## src/rtl/nibble_serial_adder_pkg.sv

```systemverilog
// Shared constants for the nibble-serial adder: FSM state encoding and slice width.
package nibble_serial_adder_pkg;

  localparam int NIB_BITS = 4;

  localparam logic [1:0] S_IDLE = 2'd0;
  localparam logic [1:0] S_RUN  = 2'd1;
  localparam logic [1:0] S_DONE = 2'd2;

endpackage

```

## src/rtl/nibble_serial_adder_if.sv

```systemverilog
// Operand/result handshake bundle for the nibble-serial adder.
// The ovf signal exists only when SIGNED_OVF_EN is defined.
interface nibble_serial_adder_if #(parameter int WIDTH = 16);

  logic             inValid;
  logic             inReady;
  logic [WIDTH-1:0] a;
  logic [WIDTH-1:0] b;
  logic             carryInput;
  logic             outValid;
  logic             outReady;
  logic [WIDTH-1:0] sum;
  logic             carryOutput;
`ifdef SIGNED_OVF_EN
  logic             ovf;

  modport master (
    output inValid, a, b, carryInput, outReady,
    input  inReady, outValid, sum, carryOutput, ovf
  );

  modport slave (
    input  inValid, a, b, carryInput, outReady,
    output inReady, outValid, sum, carryOutput, ovf
  );
`else
  modport master (
    output inValid, a, b, carryInput, outReady,
    input  inReady, outValid, sum, carryOutput
  );

  modport slave (
    input  inValid, a, b, carryInput, outReady,
    output inReady, outValid, sum, carryOutput
  );
`endif

endinterface

```

## src/rtl/nibble_add4.sv

```systemverilog
// Combinational 4-bit ripple-carry slice. Also exposes the carry into the MSB
// so the parent can form a signed-overflow flag on the top nibble.
module nibble_add4
  import nibble_serial_adder_pkg::*;
(
  input  logic [NIB_BITS-1:0] i_a,
  input  logic [NIB_BITS-1:0] i_b,
  input  logic                i_cin,
  output logic [NIB_BITS-1:0] o_sum,
  output logic                o_cout,
  output logic                o_c_msb
);

  logic [NIB_BITS:0] w_c;

  // Bit-by-bit ripple of the carry chain.
  always_comb begin
    w_c    = '0;
    o_sum  = '0;
    w_c[0] = i_cin;
    for (int i = 0; i < NIB_BITS; i++) begin
      o_sum[i]  = i_a[i] ^ i_b[i] ^ w_c[i];
      w_c[i+1]  = (i_a[i] & i_b[i]) | (w_c[i] & (i_a[i] ^ i_b[i]));
    end
  end

  assign o_cout  = w_c[NIB_BITS];
  assign o_c_msb = w_c[NIB_BITS-1];

endmodule

```

## src/rtl/nibble_serial_adder.sv

```systemverilog
// Sequential WIDTH-bit adder built around one 4-bit slice; the carry between
// nibbles lives in a register. Optional feature macro: SIGNED_OVF_EN (adds ovf).
//
// state  | meaning
// IDLE   | waiting for operands, inReady=1, sum holds last result
// RUN    | one nibble added per edge, idx 0..NIB-1
// DONE   | result presented, outValid=1, waiting for outReady
module nibble_serial_adder
  import nibble_serial_adder_pkg::*;
#(
  parameter int WIDTH = 16
) (
  input  logic                  clk,
  input  logic                  rst,
  nibble_serial_adder_if.slave  bus
);

  localparam int NIB  = WIDTH / NIB_BITS;
  localparam int IDXW = (NIB > 1) ? $clog2(NIB) : 1;
  localparam logic [IDXW-1:0] IDX_LAST = IDXW'(NIB - 1);

  if ((WIDTH % NIB_BITS) != 0 || WIDTH < 8) begin : g_width_chk
    $error("nibble_serial_adder: WIDTH must be a multiple of 4 and >= 8");
  end

  logic [1:0]          r_state;
  logic [IDXW-1:0]     r_idx;
  logic [WIDTH-1:0]    r_a;
  logic [WIDTH-1:0]    r_b;
  logic [WIDTH-1:0]    r_sum;
  logic                r_carry;
  logic                r_cout;

  logic [NIB_BITS-1:0] w_a_nib;
  logic [NIB_BITS-1:0] w_b_nib;
  logic [NIB_BITS-1:0] w_s_nib;
  logic                w_co;

  assign w_a_nib = r_a[r_idx*NIB_BITS +: NIB_BITS];
  assign w_b_nib = r_b[r_idx*NIB_BITS +: NIB_BITS];

`ifdef SIGNED_OVF_EN
  logic r_ovf;
  logic w_c_msb;
`else
  logic w_c_msb_unused;
`endif

  nibble_add4 u_slice (
    .i_a     (w_a_nib),
    .i_b     (w_b_nib),
    .i_cin   (r_carry),
    .o_sum   (w_s_nib),
    .o_cout  (w_co),
`ifdef SIGNED_OVF_EN
    .o_c_msb (w_c_msb)
`else
    .o_c_msb (w_c_msb_unused)
`endif
  );

  // FSM, operand capture and per-nibble accumulation of the sum.
  always_ff @(posedge clk) begin
    if (rst) begin
      r_state <= S_IDLE;
      r_idx   <= '0;
      r_a     <= '0;
      r_b     <= '0;
      r_sum   <= '0;
      r_carry <= 1'b0;
      r_cout  <= 1'b0;
    end else begin
      case (r_state)
        S_IDLE: begin
          if (bus.inValid) begin
            r_a     <= bus.a;
            r_b     <= bus.b;
            r_carry <= bus.carryInput;
            r_idx   <= '0;
            r_state <= S_RUN;
          end
        end
        S_RUN: begin
          r_sum[r_idx*NIB_BITS +: NIB_BITS] <= w_s_nib;
          r_carry <= w_co;
          r_idx   <= r_idx + 1'b1;
          if (r_idx == IDX_LAST) begin
            r_cout  <= w_co;
            r_state <= S_DONE;
          end
        end
        S_DONE: begin
          if (bus.outReady) r_state <= S_IDLE;
        end
        default: r_state <= S_IDLE;
      endcase
    end
  end

`ifdef SIGNED_OVF_EN
  // Signed overflow: carry into the top bit disagrees with carry out of it.
  always_ff @(posedge clk) begin
    if (rst) begin
      r_ovf <= 1'b0;
    end else if (r_state == S_RUN && r_idx == IDX_LAST) begin
      r_ovf <= w_c_msb ^ w_co;
    end
  end

  assign bus.ovf = r_ovf;
`endif

  assign bus.inReady     = (r_state == S_IDLE);
  assign bus.outValid    = (r_state == S_DONE);
  assign bus.sum         = r_sum;
  assign bus.carryOutput = r_cout;

endmodule

```

## src/flat_wrapper.sv

```systemverilog
// flat-port wrapper written by rule: the top's interface ports become plain ports
module nibble_serial_adder_flat import nibble_serial_adder_pkg::*;
#(
  parameter int WIDTH = 16
)
  (clk, rst, bus_inValid, bus_a, bus_b, bus_carryInput, bus_outReady, bus_inReady, bus_outValid, bus_sum, bus_carryOutput);
  nibble_serial_adder_if #(.WIDTH(WIDTH)) bus_i ();
  input  logic clk;
  input  logic rst;
  input wire logic [$bits(bus_i.inValid)-1:0] bus_inValid;
  input wire logic [$bits(bus_i.a)-1:0] bus_a;
  input wire logic [$bits(bus_i.b)-1:0] bus_b;
  input wire logic [$bits(bus_i.carryInput)-1:0] bus_carryInput;
  input wire logic [$bits(bus_i.outReady)-1:0] bus_outReady;
  output wire logic [$bits(bus_i.inReady)-1:0] bus_inReady;
  output wire logic [$bits(bus_i.outValid)-1:0] bus_outValid;
  output wire logic [$bits(bus_i.sum)-1:0] bus_sum;
  output wire logic [$bits(bus_i.carryOutput)-1:0] bus_carryOutput;
  assign bus_i.inValid = bus_inValid;
  assign bus_i.a = bus_a;
  assign bus_i.b = bus_b;
  assign bus_i.carryInput = bus_carryInput;
  assign bus_i.outReady = bus_outReady;
  assign bus_inReady = bus_i.inReady;
  assign bus_outValid = bus_i.outValid;
  assign bus_sum = bus_i.sum;
  assign bus_carryOutput = bus_i.carryOutput;
  nibble_serial_adder #(.WIDTH(WIDTH)) u_core (.clk(clk), .rst(rst), .bus(bus_i));
endmodule
```

## config.mk

```make
export PLATFORM = sky130hd
export DESIGN_NAME = nibble_serial_adder_flat
export DESIGN_NICKNAME = d
export VERILOG_FILES = /design/src/rtl/nibble_serial_adder_pkg.sv /design/src/rtl/nibble_serial_adder_if.sv /design/src/rtl/nibble_add4.sv /design/src/rtl/nibble_serial_adder.sv /design/src/flat_wrapper.sv
export SDC_FILE = /design/constraint.sdc
export NUM_CORES = 1
export LEC_CHECK = 0
export ABC_AREA = 1
export CAP_MARGIN = 20
export CORE_MARGIN = 5
export CORE_UTILIZATION = 50
export CTS_CLUSTER_SIZE = 16
export DETAILED_ROUTE_END_ITERATION = 16
export PLACE_DENSITY = 0.82
export RECOVER_POWER = 100
export SYNTH_ARGS = -nofsm -noshare
export SYNTH_HDL_FRONTEND = slang
export SYNTH_SLANG_ARGS = --single-unit
export TNS_END_PERCENT = 1
```

## constraint.sdc

```tcl
create_clock -name clk -period 3.2 [get_ports clk]
set_clock_uncertainty 0.15 [all_clocks]
set_input_delay 0.64 -clock clk [delete_from_list [all_inputs] [get_ports clk]]
set_output_delay 0.64 -clock clk [all_outputs]
set_load 0.02 [all_outputs]
```

==> impl_metrics.env, run 1 <==
export IMPL_grt_pass1_wl_mm=9.29
export IMPL_worst_pin_slew_ns=1.35
export IMPL_fin_crit_sh=0.929
export IMPL_grt_max_degree=43
export IMPL_crit_top_cell="fa_1"
export IMPL_yosys_cell_types_count=21
export IMPL_fin_crit_ns=2.97
export IMPL_syn_nets=392
export IMPL_wirelength_mm=5.43
export IMPL_hpwl_mm=4.14
export IMPL_seq_area_frac_synth=0.441
export IMPL_outcome="complete, no violations"
export IMPL_drc=0
export IMPL_numCtsBuffers=5
export IMPL_grt_pass1_vias=2143
export IMPL_cp_slowest_cell="fa_1"
export IMPL_fp_dieH_um=80.0
export IMPL_firstDrtPassIters=4
export IMPL_whs_ns=0.308
export IMPL_area_delta_synth_final_pct=27.6
export IMPL_cp_cell_sequence="buf_4 > o21ai_0 > a21oi_1 > fa_1 > fa_1 > inv_1 > fa_1 > fa_1 > nand2_1 > nor2_1 > nand2_1 > nand2_1 > inv_1 > nor2_1"
export IMPL_layout_common_cells="101 x nor2_1, 62 x o21ai_0, 54 x dfxtp_1"
export IMPL_drv_cap=0
export IMPL_rsz0062_at_grt="no"
export IMPL_vias_per_cell=4.87
export IMPL_cp_num_buf_inv=3
export IMPL_setup_tns_ns=0
export IMPL_core_area_mm2=0.00475
export IMPL_ir_drop_mv=0.298
export IMPL_cts_buffer_depth=2
export IMPL_wl_per_cell_um=11.7
export IMPL_htree_levels=2
export IMPL_rows=25
export IMPL_clock_fmax_mhz=337
export IMPL_ant_nets=0
export IMPL_hp_class="flop to flop"
export IMPL_finalSetupViolCount=0
export IMPL_relSlewSlack=0.0986
export IMPL_worstPathArrival_ns=3.03
export IMPL_antenna_cells=0
export IMPL_die_area_mm2=0.00640
export IMPL_final_common_cell="nor2_1"
export IMPL_initial_core_util=0.516
export IMPL_synth_warnings=0
export IMPL_postCtsSetupRepairBufs=0
export IMPL_synthesis_instances=345
export IMPL_clock_latency_ns=0.31
export IMPL_cpLargestDelayFamily="adder cells"
export IMPL_cp_max_fo=17
export IMPL_critPathCaptureType="flop"
export IMPL_vias=2264
export IMPL_antenna_found_initial=0
export IMPL_grt_overflow=0
export IMPL_ys_ff_latch=54
export IMPL_drive_gt1_frac=0.0402
export IMPL_crit_type="flop to flop"
export IMPL_worstPathRequired_ns=3.25
export IMPL_fp_dieW_um=80.0
export IMPL_syn_avg_cell_area_um2=7.10
export IMPL_p_leak_nw=1.38
export IMPL_max_stage_delay_ns=0.46
export IMPL_drt_iter0_markers=85
export IMPL_fillers=427
export IMPL_p_per_area_mw_per_mm2=448
export IMPL_p_total_mw=1.40
export IMPL_fin_nets=445
export IMPL_startpoint_type="flop"
export IMPL_boundaryPins=56
export IMPL_slew_violations=0
export IMPL_finalHoldViolations=0
export IMPL_cts_sinks=54
export IMPL_clkSlewWorstSetupHoldPaths_ns=0.09
export IMPL_synth_cell_area_mm2=0.00245
export IMPL_port_buffers=55
export IMPL_gp_congestion=0.905
export IMPL_root_buffer="clkbuf_8"
export IMPL_cts_tree="done"
export IMPL_grt_use_total=0.184
==> worst paths after layout <==
check	startpoint	end	slack, ns	cells after the start
hold / removal	u_core.bus.carryOutput	u_core.bus.carryOutput	0.31	2
setup / recovery	u_core.r_idx[0]	u_core.bus.sum[7]	0.23	14
setup reg to reg	u_core.r_idx[0]	u_core.bus.sum[7]	0.23	14
hold reg to reg	u_core.bus.carryOutput	u_core.bus.carryOutput	0.31	2
==> routing by layer <==
layer,share of wire,wire length [µm],global-route usage,up-vias
li1,-,-,-,1203
met1,0.44,2400,0.210,988
met2,0.48,2630,0.330,58
met3,0.052,284,0.0463,15
met4,0.022,117,0.0608,0
met5,0,0,0,-
==> through the flow <==
step,cell area (µm²),cells,setup slack [ns],utilization
floorplan,2450,345,0.274,-
detailed placement,3060,458,0.297,0.643
global placement,3060,458,0.398,0.643
finish,3130,465,0.229,0.658
CTS,3140,465,0.241,0.660
global route,3130,465,0.0205,0.658
==> flip-flops by register name, summed over array words and instances (netlist names) <==
signal and cells:
u_core.r_b 16, u_core.r_a 16, u_core.r_state 2, u_core.bus.sum 16, u_core.bus.carryOutput 1, u_core.r_idx 2
u_core.r_carry 1
==> worst reg2reg max path: cells and delay by family, from the launching register on <==
family	cells	cell delay (ns)
buf+inv	3	0.32
fa+ha+maj	4	1.43
simple gates	5	0.29
compound gates	2	0.35
flops	1	0.33
==> repair_timing <==
action                                  CTS  global route
gates resized for setup                   0             1
endpoints found under the setup margin    0             1
hold buffers                              0             0
==> where the power goes <==
group | internal [mW] | leakage (nW) | total (mW) | switching [mW]
Sequential | 0.718 | 0.444 | 0.744 | 0.0260
Clock | 0.150 | 0.0373 | 0.361 | 0.211
Combinational | 0.131 | 0.894 | 0.298 | 0.167
Total | 0.999 | 1.38 | 1.40 | 0.404
==> area by class of cell <==
cell class,count,area (µm²),area share
multi-input combinational,246,1170,0.376
clock buffer,6,72.6,0.0232
tap,67,83.8,0.0268
inverter,29,109,0.0348
sequential,54,1080,0.346
clock inverter,1,7.51,0.00240
timing repair buffer,62,599,0.192
==> cell usage after synthesis <==
| cell type | number | share of area |
|---|---|---|
| inv_1 | 26 | 0.040 |
| clkbuf_1 | 10 | 0.015 |
| nor2_2 | 2 | 0.0051 |
| buf_1 | 1 | 0.0015 |
| nand2_1 | 40 | 0.061 |
| nor3_1 | 2 | 0.0041 |
| o22ai_1 | 4 | 0.010 |
| clkinv_1 | 2 | 0.0031 |
| inv_2 | 1 | 0.0015 |
| o21ai_0 | 62 | 0.13 |
| ha_1 | 6 | 0.031 |
| nand2_4 | 1 | 0.0046 |
| nor2_4 | 1 | 0.0046 |
| a21oi_1 | 17 | 0.035 |
| nor2_1 | 101 | 0.15 |
| fa_1 | 4 | 0.033 |
| buf_2 | 3 | 0.0061 |
| dfxtp_1 | 54 | 0.44 |
| nand3_1 | 5 | 0.010 |
| buf_6 | 2 | 0.0092 |
| o21a_1 | 1 | 0.0031 |
==> cells by family after synthesis <==
| family | count (synthesis) | synth area share |
|---|---|---|
| AND/OR/NAND/NOR | 152 | 0.245 |
| adder cells (fa/ha/maj) | 10 | 0.0633 |
| buffers and inverters | 45 | 0.0766 |
| flip-flops | 54 | 0.441 |
| AO/OA/AOI/OAI | 84 | 0.175 |
No activity file was read; power rests on OpenSTA's default activity.
==> run 2, diff against run 1 <==
- PLACE_DENSITY: 0.82 -> 0.84
==> run 2 against run 1 <==
Against the previous run: sequential power about the same; flip-flop and latch count unchanged; power decreased by 0.65%; design area increased by 0.64%; global-route usage decreased by 0.71 points; clock-buffer cell count increased by 1; clock power decreased by 3%; setup slack improved by 0.020 ns; register-to-register slack improved by 0.02 ns.
==> impl_metrics.env, run 2 (same netlist as run 1, synthesis figures left out) <==
export IMPL_clock_latency_ns=0.30
export IMPL_place_ws_ns=0.231
export IMPL_grt_pass1_vias=2143
export IMPL_setup_tns_ns=0
export IMPL_hp_start="u_core.bus.sum[12]"
export IMPL_drc=0
export IMPL_drv_cap=0
export IMPL_die_area_mm2=0.00640
export IMPL_critPathCaptureType="flop"
export IMPL_rows=25
export IMPL_r2r_end="u_core.bus.sum[7]"
export IMPL_fin_crit_ns=2.95
export IMPL_initial_core_util=0.516
export IMPL_finalHoldViolations=0
export IMPL_ir_drop_mv=0.294
export IMPL_boundaryPins=56
export IMPL_grt_max_degree=43
export IMPL_grt_pass1_wl_mm=9.03
export IMPL_finalSetupViolCount=0
export IMPL_cts_tree="done"
export IMPL_cts_sinks=54
export IMPL_fin_nets=446
export IMPL_fin_crit_sh=0.922
export IMPL_slew_violations=0
export IMPL_grt_overflow=0
export IMPL_p_leak_nw=1.38
export IMPL_rsz0062_at_grt="no"
export IMPL_vias=2321
export IMPL_hpwl_mm=4.11
export IMPL_wl_per_cell_um=11.6
export IMPL_p_per_area_mw_per_mm2=443
export IMPL_clock_fmax_mhz=339
export IMPL_fin_cells=466
export IMPL_antenna_found_initial=0
export IMPL_worstPathRequired_ns=3.25
export IMPL_dp_cells=456
export IMPL_grt_use_total=0.176
export IMPL_antenna_cells=0
export IMPL_vias_per_cell=4.98
export IMPL_htree_levels=2
export IMPL_cts_buffer_depth=2
export IMPL_outcome="complete, no violations"
export IMPL_drt_iter0_markers=77
export IMPL_hp_class="flop to flop"
export IMPL_root_buffer="clkbuf_8"
export IMPL_ant_nets=0
export IMPL_firstDrtPassIters=4
export IMPL_worstPathArrival_ns=3.00
export IMPL_relSlewSlack=0.123
export IMPL_r2r_slack_ns=0.25
export IMPL_worst_slack_ns=0.249
export IMPL_area_delta_synth_final_pct=28.4
export IMPL_whs_ns=0.314
export IMPL_hold_path_end="u_core.bus.sum[12]"
export IMPL_startpoint_type="flop"
export IMPL_final_common_cell="nor2_1"
export IMPL_hold_depth=2
export IMPL_drive_gt1_frac=0.0451
export IMPL_crit_type="flop to flop"
export IMPL_clkSlewWorstSetupHoldPaths_ns=0.09
export IMPL_cp_max_fo=26
export IMPL_wirelength_mm=5.41
export IMPL_port_buffers=55
export IMPL_utilization=0.662
export IMPL_fp_dieW_um=80.0
export IMPL_core_area_mm2=0.00475
export IMPL_r2r_start="u_core.r_idx[0]"
export IMPL_layout_common_cells="101 x nor2_1, 62 x o21ai_0, 53 x dfxtp_1"
export IMPL_fp_dieH_um=80.0
export IMPL_worst_pin_slew_ns=1.31
export IMPL_r2r_cells=15
export IMPL_numCtsBuffers=5
export IMPL_gp_congestion=0.829
==> run 2: changes by cell type in the layout (fill, tap and decap cells not counted), sizes merged <==
cell	before	now
buf	6	7
clkbuf	7	8
clkdlybuf4s50	34	37
dlygate4sd3	21	18
inv	28	27
==> run 2: cell type report <==
class,count,area [µm²]
timing repair buffer,63,611
fill,453,1610
multi-input combinational,246,1180
clock buffer,7,76.3
tap,67,83.8
sequential,54,1080
inverter,29,113
==> run 2: worst max path at each step <==
stage / startpoint / end / slack, ns / depth (start not counted)
2_1_floorplan: u_core.r_idx[0] / u_core.bus.sum[7] / 0.27 / 15
3_3_place_gp: u_core.r_idx[1] / u_core.bus.sum[7] / 0.31 / 13
3_5_place_dp: u_core.r_idx[1] / u_core.bus.sum[7] / 0.23 / 13
4_1_cts: u_core.r_idx[0] / u_core.bus.sum[7] / 0.21 / 15
5_1_grt: u_core.r_idx[0] / u_core.bus.sum[11] / 0.007 / 13
6_report: u_core.r_idx[0] / u_core.bus.sum[7] / 0.25 / 15
==> run 2: worst max-delay path, cell delays in order (launching register included) <==
cell and delay (ns):
dfxtp_1 0.40, buf_6 0.21, o21ai_0 0.11, nor2_1 0.10
a21oi_1 0.06, fa_1 0.41, fa_1 0.37, inv_1 0.08
fa_1 0.18, fa_1 0.44, nand2_1 0.10, nor2_1 0.05
nand2_1 0.05, nand2_1 0.05, inv_1 0.06, nor2_1 0.03
==> run 2: timing repair <==
item                       in CTS  in global routing
hold buffers                    0                  0
buffers inserted                0                  3
setup endpoints to repair       0                  3
resized for setup               0                  3
==> run 2: metrics by stage <==
stage | cell area (µm²) | power, mW
final | 3150 | 1.39
after global routing | 3150 | 1.47
after CTS | 3120 | 1.39
after detailed placement | 3040 | 1.06
after global placement | 3040 | 1.04
after floorplan | 2450 | 0.944
==> run 2: where the power goes <==
group,switching [mW],total [mW],leakage (nW),internal (mW)
registers,0.0275,0.745,0.445,0.718
clock network,0.198,0.349,0.0383,0.151
logic,0.166,0.299,0.897,0.134
total,0.391,1.39,1.38,1.00
==> run 2: routing by layer <==
layer  wire, µm  share of wire  global-route usage
met5          0              0                   0
met4         78          0.014              0.0541
met3        333          0.062              0.0429
met2       2680           0.50               0.321
met1       2320           0.43               0.201
